### config.mk
export PLATFORM = sky130hd
export DESIGN_NAME = pwm_multi_gen
export DESIGN_NICKNAME = d
export VERILOG_FILES = /design/src/rtl/pwm_pkg.sv /design/src/rtl/pwm_ch_cmp.sv /design/src/rtl/pwm_multi_gen.sv
export SDC_FILE = /design/constraint.sdc
export NUM_CORES = 1
export LEC_CHECK = 0
export ABC_AREA = 1
export BUFFER_PORTS_ARGS = -buffer_cell sky130_fd_sc_hd__buf_2
export CORE_ASPECT_RATIO = 1.25
export CORE_MARGIN = 5
export CORE_UTILIZATION = 63
export CTS_BUF_LIST = sky130_fd_sc_hd__clkbuf_8
export CTS_CLUSTER_SIZE = 28
export DETAILED_ROUTE_END_ITERATION = 7
export PLACE_DENSITY = 0.82
export SLEW_MARGIN = 20
export SYNTH_ARGS = -nofsm -noshare
export SYNTH_HDL_FRONTEND = slang
export SYNTH_SLANG_ARGS = --single-unit
export TNS_END_PERCENT = 50
### constraint.sdc
create_clock -name clk_pwm -period 2.35 [get_ports clk_pwm]
set_clock_uncertainty 0.2 [all_clocks]
set_input_delay 0 -clock clk_pwm [delete_from_list [all_inputs] [get_ports clk_pwm]]
set_output_delay 0 -clock clk_pwm [all_outputs]
set_load 0.01 [all_outputs]
### src/rtl/pwm_pkg.sv
// Shared defaults and helpers for the multi-channel PWM generator.
// Pure declarations: no latency, no flow control.
package pwm_pkg;

  localparam int PWM_WIDTH_DEF  = 8;
  localparam int PWM_NUM_CH_DEF = 4;

  // Channel-select width; a single channel still needs a 1-bit select port.
  function automatic int ch_idx_w(input int num_ch);
    return (num_ch > 1) ? $clog2(num_ch) : 1;
  endfunction

  typedef logic [PWM_WIDTH_DEF-1:0] duty_t;

endpackage

### src/rtl/pwm_ch_cmp.sv
// One PWM channel: shadow duty register, active duty register, registered compare.
// Latency: 1 cycle from counter value to pwm. Backpressure: pend stays set until the next load.
import pwm_pkg::*;

module pwm_ch_cmp #(
  parameter int WIDTH = PWM_WIDTH_DEF
) (
  input  logic             clk_pwm,
  input  logic             rst_n,
  input  logic             run,
  input  logic             load,
  input  logic             wr_acc,
  input  logic [WIDTH-1:0] wr_duty,
  input  logic [WIDTH-1:0] cnt,
  output logic             pend,
  output logic             pwm
);

  logic [WIDTH-1:0] duty_pend_q, duty_pend_d;
  logic [WIDTH-1:0] duty_act_q,  duty_act_d;
  logic             pend_q,      pend_d;
  logic             pwm_q,       pwm_d;

  always_comb begin
    duty_pend_d = duty_pend_q;
    duty_act_d  = duty_act_q;
    pend_d      = pend_q;
    if (load && pend_q) begin
      duty_act_d = duty_pend_q;
      pend_d     = 1'b0;
    end
    // A write landing on a load cycle bypasses the shadow register.
    if (wr_acc) begin
      if (load) begin
        duty_act_d = wr_duty;
      end else begin
        duty_pend_d = wr_duty;
        pend_d      = 1'b1;
      end
    end
    pwm_d = run & (cnt < duty_act_q);
  end

  always_ff @(posedge clk_pwm or negedge rst_n) begin
    if (!rst_n) begin
      duty_pend_q <= '0;
      duty_act_q  <= '0;
      pend_q      <= 1'b0;
      pwm_q       <= 1'b0;
    end else begin
      duty_pend_q <= duty_pend_d;
      duty_act_q  <= duty_act_d;
      pend_q      <= pend_d;
      pwm_q       <= pwm_d;
    end
  end

  assign pend = pend_q;
  assign pwm  = pwm_q;

endmodule

### src/rtl/pwm_multi_gen.sv
// NUM_CH PWM outputs on a shared period counter; PWM_CENTER_ALIGN_EN selects up/down counting.
// Latency: outputs registered, 1 cycle behind the counter. Backpressure: wr_ready=0 while the target channel has a pending duty.
import pwm_pkg::*;

module pwm_multi_gen #(
  parameter int NUM_CH = PWM_NUM_CH_DEF,
  parameter int WIDTH  = PWM_WIDTH_DEF
) (
  input  logic                          clk_pwm,
  input  logic                          rst_n,
  input  logic                          en,
  input  logic [WIDTH-1:0]              period,
  input  logic                          wr_valid,
  output logic                          wr_ready,
  input  logic [ch_idx_w(NUM_CH)-1:0]   wr_ch,
  input  logic [WIDTH-1:0]              wr_duty,
  output logic [NUM_CH-1:0]             pwm_out,
  output logic                          period_tick
);

  logic [WIDTH-1:0]  cnt_q, cnt_d;
  logic [WIDTH-1:0]  period_act_q, period_act_d;
  logic              tick_q, tick_d;
  logic              run, wrap, load;
  logic              wr_rdy;
  logic [NUM_CH-1:0] wr_acc;
  logic [NUM_CH-1:0] pend;

`ifdef PWM_CENTER_ALIGN_EN
  logic dir_q, dir_d;  // 1 = counting down

  // A zero period parks the counter and keeps reloading, like en=0.
  assign run  = en & (period_act_q != '0);
  assign wrap = run & dir_q & (cnt_q == '0);
`else
  assign run  = en;
  assign wrap = en & (cnt_q == period_act_q);
`endif
  assign load = ~run | wrap;

  always_comb begin
    cnt_d        = cnt_q;
    period_act_d = period_act_q;
    tick_d       = 1'b0;
`ifdef PWM_CENTER_ALIGN_EN
    dir_d        = dir_q;
`endif
    if (!run || wrap) begin
      cnt_d        = '0;
      period_act_d = period;
      tick_d       = wrap;
`ifdef PWM_CENTER_ALIGN_EN
      dir_d        = 1'b0;
`endif
    end else begin
`ifdef PWM_CENTER_ALIGN_EN
      // Both turnarounds hold the count one cycle, so a period is 2*period_act.
      if (!dir_q) begin
        if (cnt_q == period_act_q - WIDTH'(1)) dir_d = 1'b1;
        else                                   cnt_d = cnt_q + WIDTH'(1);
      end else begin
        cnt_d = cnt_q - WIDTH'(1);
      end
`else
      cnt_d = cnt_q + WIDTH'(1);
`endif
    end
  end

  always_comb begin
    wr_rdy = 1'b0;
    wr_acc = '0;
    for (int i = 0; i < NUM_CH; i++) begin
      if (int'(wr_ch) == i) wr_rdy = ~pend[i];
    end
    for (int i = 0; i < NUM_CH; i++) begin
      wr_acc[i] = wr_valid & wr_rdy & (int'(wr_ch) == i);
    end
  end

  always_ff @(posedge clk_pwm or negedge rst_n) begin
    if (!rst_n) begin
      cnt_q        <= '0;
      period_act_q <= '0;
      tick_q       <= 1'b0;
`ifdef PWM_CENTER_ALIGN_EN
      dir_q        <= 1'b0;
`endif
    end else begin
      cnt_q        <= cnt_d;
      period_act_q <= period_act_d;
      tick_q       <= tick_d;
`ifdef PWM_CENTER_ALIGN_EN
      dir_q        <= dir_d;
`endif
    end
  end

  for (genvar g = 0; g < NUM_CH; g++) begin : g_ch
    pwm_ch_cmp #(.WIDTH(WIDTH)) u_ch (
      .clk_pwm (clk_pwm),
      .rst_n   (rst_n),
      .run     (run),
      .load    (load),
      .wr_acc  (wr_acc[g]),
      .wr_duty (wr_duty),
      .cnt     (cnt_q),
      .pend    (pend[g]),
      .pwm     (pwm_out[g])
    );
  end

  assign wr_ready    = wr_rdy;
  assign period_tick = tick_q;

endmodule

# Word-level counts from Yosys, hierarchy flattened
# Cells that the tools add are included.
[word_totals] ff_bits=89 inputBits=22 out_inout_bits=6
[classes] addsub=1 order_cmp=4 eq_ne=4 n_mux=30 bitwise_logic=17 reduce_logical=11
[op_table] operator="8-bit two-way mux" count=13
[op_table] operator="8-bit < comparator" count=4
[op_table] operator="1-bit two-way mux" count=17
[op_table] operator="1-bit bitwise AND" count=10
[op_table] operator="8-bit by 1-bit adder with 8-bit output (second input constant)" count=1
[op_table] operator="8-bit equality test" count=1
[op_table] operator="2-bit AND reduction" count=4
[op_table] operator="1-bit inverter" count=6
[op_table] operator="2-bit equality test (second input constant)" count=2
[op_table] operator="1-bit logical AND" count=4
[op_table] operator="2-bit by 1-bit equality test with 1-bit output (second input constant)" count=1
[op_table] operator="2-bit logical NOT" count=1
[op_table] operator="1-bit logical NOT" count=1
[op_table] operator="1-bit logical OR" count=1
[op_table] operator="1-bit bitwise OR" count=1

# Depth between registers and ports, before layout
[logic_depth] ltp_word=8 mapped_depth=13

# By module
# A second synthesis with hierarchy kept.
[hier_totals] cells_unflattened=528 hier_area_um2=4678.2
[modules_own_cells] module="pwm_ch_cmp" instances=4 cells_per_inst=103 area_per_inst_um2=940.9 seq_area_each_um2=450.4
[modules_own_cells] module="pwm_multi_gen" instances=1 cells_per_inst=116 area_per_inst_um2=914.6 seq_area_each_um2=425.4

# Worst setup path after synthesis
# Ideal clock, no wire load.
[synth_timing] path_type="reg-to-reg" from="register cnt_q[3]" to="register g_ch[3].u_ch.duty_act_q[0]" setup_time_ns=0.117 arrival_time_ns=1.451 required_time_ns=2.033 path_slack_ns=0.582 stages_incl_launch_ff=12 n_path_buf=1 period_less_slack_ns=1.768 cell_sequence="dfrtp_1 > xnor2_1 > nand2_1 > nor2_1 > nand2_2 > nand2_2 > buf_6 > nand2_1 > nand2_1 > nand2_1 > nand2_1 > nand2_1"
[synth_via] elab_chain_len=7
[synth_lines] item="from (decl)" line_no="pwm_multi_gen.sv:21" rtl="logic [WIDTH-1:0] cnt_q, cnt_d;"
[synth_lines] item="from (signal assigned)" line_no="pwm_multi_gen.sv:90" rtl="cnt_q <= cnt_d;"
[synth_lines] item="8-bit equality test (*)" line_no="pwm_multi_gen.sv:37" rtl="assign wrap = en & (cnt_q == period_act_q);"
[synth_lines] item="1-bit bitwise AND (*)" line_no="pwm_multi_gen.sv:37"
[synth_lines] item="1-bit bitwise OR (*)" line_no="pwm_multi_gen.sv:39" rtl="assign load = ~run | wrap;"
[synth_lines] item="1-bit logical AND" line_no="pwm_ch_cmp.sv:28" rtl="if (load && pend_q) begin"
[synth_lines] item="8-bit two-way mux" line_no="pwm_ch_cmp.sv:28"
[synth_lines] item="8-bit two-way mux" line_no="pwm_ch_cmp.sv:34" rtl="if (load) begin"
[synth_lines] item="8-bit two-way mux (*)" line_no="pwm_ch_cmp.sv:33" rtl="if (wr_acc) begin"
[synth_lines] item="net g_ch[3].u_ch.duty_act_d[0]" line_no="pwm_ch_cmp.sv:20" rtl="logic [WIDTH-1:0] duty_act_q, duty_act_d;"
[synth_lines] item="to (signal assigned)" line_no="pwm_ch_cmp.sv:52" rtl="duty_act_q <= duty_act_d;"
[synth_lines] item="to (decl)" line_no="pwm_ch_cmp.sv:20"
# Mark *: on every way through the listed nets, which the timed path passes. The rest lies on a longest branch.
# A chain may end at the register's enable or synchronous reset.

# Worst setup path in the final report
[layout_timing] from="register cnt_q[0]" to="register g_ch[2].u_ch.duty_act_q[5]"
[layout_via] elab_chain_len=7
[layout_lines] item="8-bit equality test (*)" line_no="pwm_multi_gen.sv:37"
[layout_lines] item="1-bit bitwise AND (*)" line_no="pwm_multi_gen.sv:37"
[layout_lines] item="1-bit bitwise OR (*)" line_no="pwm_multi_gen.sv:39"
[layout_lines] item="1-bit logical AND" line_no="pwm_ch_cmp.sv:28"
[layout_lines] item="8-bit two-way mux" line_no="pwm_ch_cmp.sv:28"
[layout_lines] item="8-bit two-way mux" line_no="pwm_ch_cmp.sv:34"
[layout_lines] item="8-bit two-way mux (*)" line_no="pwm_ch_cmp.sv:33"
[layout_lines] item="net g_ch[2].u_ch.duty_act_d[5]" line_no="pwm_ch_cmp.sv:20"
[layout_lines] item="to (signal assigned)" line_no="pwm_ch_cmp.sv:52"
[layout_lines] item="to (decl)" line_no="pwm_ch_cmp.sv:20"
# Marked as above.

==> impl_metrics.yaml <==
status:
  status: "finished with violations"
  violations: "hold timing"
finish:
  multiInputGateArea_um2: 2190
  fin_util_pct: 74.2
  seq_area_um2: 2230
  fillers: 561
  antenna_cells: 0
  final_cells: 761
  area_delta_synth_final_pct: 14.2
  nNetsFinal: 715
  design_area_um2: 5530
  layout-drive-gt1-share_pct: 12.3
synth:
  yosysMostFrequentCell: "nand2_1"
  synth-seq-area-share_pct: 46.0
  synth_warnings: 0
  synth.avg_cell_area_um2: 7.91
  synthSimpleGateAreaFrac_pct: 28.7
  yosys.area.top_type: "dfrtp_1"
  syn_area_um2: 4840
  synth_cells: 612
  synth_area_leaders: "dfrtp_1, nand2_1, ha_1"
  yosysUniqueCellTypes: 33
  synth_top_area_share_pct: 46.0
  synth_edf_count: 0
  synth_common_cells: "nand2_1, dfrtp_1, inv_1, nand3_1, o21ai_0"
  synth_nets: 663
  synth_top_family_by_area: "simple AND/OR/NAND/NOR gates"
  synthXorXnorAreaFrac_pct: 1.09
  synth-async-reset-ratio_pct: 100
  synth_compound_area_share_pct: 7.94
  synthMuxAreaShare_pct: 0
  synthFlopType: "dfrtp_1"
  synth-adder-area-share_pct: 7.50
  synth_seq_cells: 89
drt:
  vias: 4171
  wirelength_mm: 11.7
  drtIter0Drc: 317
  drc: 0
  wl_per_cell_um: 15.4
  vias_per_cell: 5.48
  ant_nets: 0
  first_pass_iters: 5
setup_path:
  worstSetupPathType: "flip-flop to flip-flop"
  start_kind: "flip-flop"
  path_max_fanout: 11
  rr_worst_depth: 13
  arrival_ns: 2.16
  endpoint_kind: "flip-flop"
  required_ns: 2.40
power_and_ir_drop:
  switching_share_pct: 32.4
  p_total_mw: 4.24
  p_switching_mw: 1.37
  power.density_nw_per_um2: 767
  peakVddDrop_uv: 569
  p_seq_share_pct: 48.4
  p_clk_share_pct: 27.9
  p_int_mw: 2.87
  pwr-share-comb_pct: 23.7
  leakage_nw: 3.01
sta:
  worstMarginPinSlew_ns: 0.608
  layout_min_cycle_time_ns: 2.11
  tns_ns: 0
  min_period_over_period_pct: 89.6
  timing.hold.ws_ns: -0.00181
  relSlewSlack_pct: 59.4
  maxSlewViolCount: 0
  hold_viol_final: 3
  setup_viol: 0
  max_freq_ghz: 0.475
  rsz0062_at_grt: "no"
  setup_ws_ns: 0.244
global_routing:
  antenna_found_initial: 0
  grt-ovfl-total: 0
  grt_pass1_vias: 4070
  grt_usage_pct: 26.8
  grt_pass1_wl_mm: 19.7
  grt_max_degree: 47
die:
  initial_utilization_pct: 65.0
  dieArea_um2: 9540
  die_x_um: 88.4
  core-area_um2: 7440
  die_y_um: 108
  floorplan.io_pins: 28
  fp-row-count: 35
clocking:
  clock_path_buffers: 2
  clkSinkCount: 89
  cts.hold.buffers_added: 21
  numCtsBuffers: 9
  clockRootBuffer: "clkbuf_8"
  htree_levels: 3
  cts_setup_buffers: 0
  cts_resized: 0
  clock_latency_ns: 0.36
  cts_tree: "built"
  clk_pin_slew_ns: 0.09
placement:
  portBuffers: 27
  place.gp.congestion: 0.900
  place_area_um2: 5090
  dpl.hpwl_mm: 8.58
  dp_slack_ns: 0.278
  place_inst: 724
flow_run:
  cap_violations: 0
min_path:
  hold_path.class: "input port to async pin"
## state kept, by name, indices dropped and copies added, names as in the netlist
| name | count |
|---|---|
| cnt_q | 8 |
| g_ch.u_ch.duty_act_q | 32 |
| g_ch.u_ch.duty_pend_q | 32 |
| g_ch.u_ch.pend | 4 |
| g_ch.u_ch.pwm | 4 |
| period_act_q | 8 |
| period_tick | 1 |
## final cells by class
type / instances / share of cell area (%)
Clock buffer: 9 / 2.24
Inverter: 77 / 5.28
Sequential cell: 89 / 40.3
Tap cell: 92 / 2.08
Timing Repair Buffer: 62 / 8.65
Multi-Input combinational cell: 425 / 39.6
Clock inverter: 7 / 1.83
## power by group through the flow
stage                     clock network (mW)  registers, mW  logic (mW)
after floorplan                            0           2.00       0.726
after global placement                     0           2.06       0.913
after detailed placement                   0           2.08       0.968
after CTS                               1.19           2.05        1.01
after global routing                    1.25           2.08        1.18
final                                   1.18           2.05        1.01
## metal layers
metal	up-vias	GRT usage, %	part of all wire (%)
met5	-	0	0
met4	0	12.9	4.3
met3	39	4.73	5.9
met2	158	43.8	49
met1	1932	34.4	41
li1	2042	-	-
## worst paths after layout
check                           slack (ns)                        start                          end
worst max register to register        0.24                     cnt_q[0]   g_ch[2].u_ch.duty_act_q[5]
worst min-delay path                -0.002                        rst_n             g_ch[2].u_ch.pwm
min in group clk_pwm                  0.18                    period[7]              period_act_q[7]
max in group asynchronous             1.30                        rst_n   g_ch[0].u_ch.duty_act_q[7]
worst max-delay path                  0.24                     cnt_q[0]   g_ch[2].u_ch.duty_act_q[5]
worst min register to register        0.29  g_ch[1].u_ch.duty_pend_q[5]  g_ch[1].u_ch.duty_pend_q[5]
## cells by family after synthesis
| logic type | Yosys count |
|---|---|
| buf+inv | 98 |
| xor+xnor | 6 |
| fa+ha+maj | 29 |
| flops | 89 |
| compound gates | 67 |
| simple gates | 323 |
## cells in the final DEF, fill, tap and decap left out, types with 10 or more instances in the layout
cell type / netlist / final
a21oi_1: 16 / 16
buf_2: 12 / 26
buf_4: 6 / 13
dfrtp_1: 89 / 89
dlygate4sd3_1: 0 / 21
ha_1: 29 / 29
inv_1: 73 / 73
nand2_1: 225 / 225
nand3_1: 61 / 61
nor2_1: 10 / 10
o21ai_0: 33 / 33
## worst max-delay path, stage by stage (launching register included)
cell and delay, ns:
dfrtp_1 0.40, inv_1 0.11, nand2_1 0.06, nand2_1 0.06, nand2_1 0.05, nor2_1 0.12, nand2_2 0.07, nand2_2 0.23
buf_4 0.23, nand2_1 0.19, nand2_1 0.11, nand2_1 0.06, nand2_1 0.06, nand2_1 0.06
No activity file was read; power rests on OpenSTA's default activity.
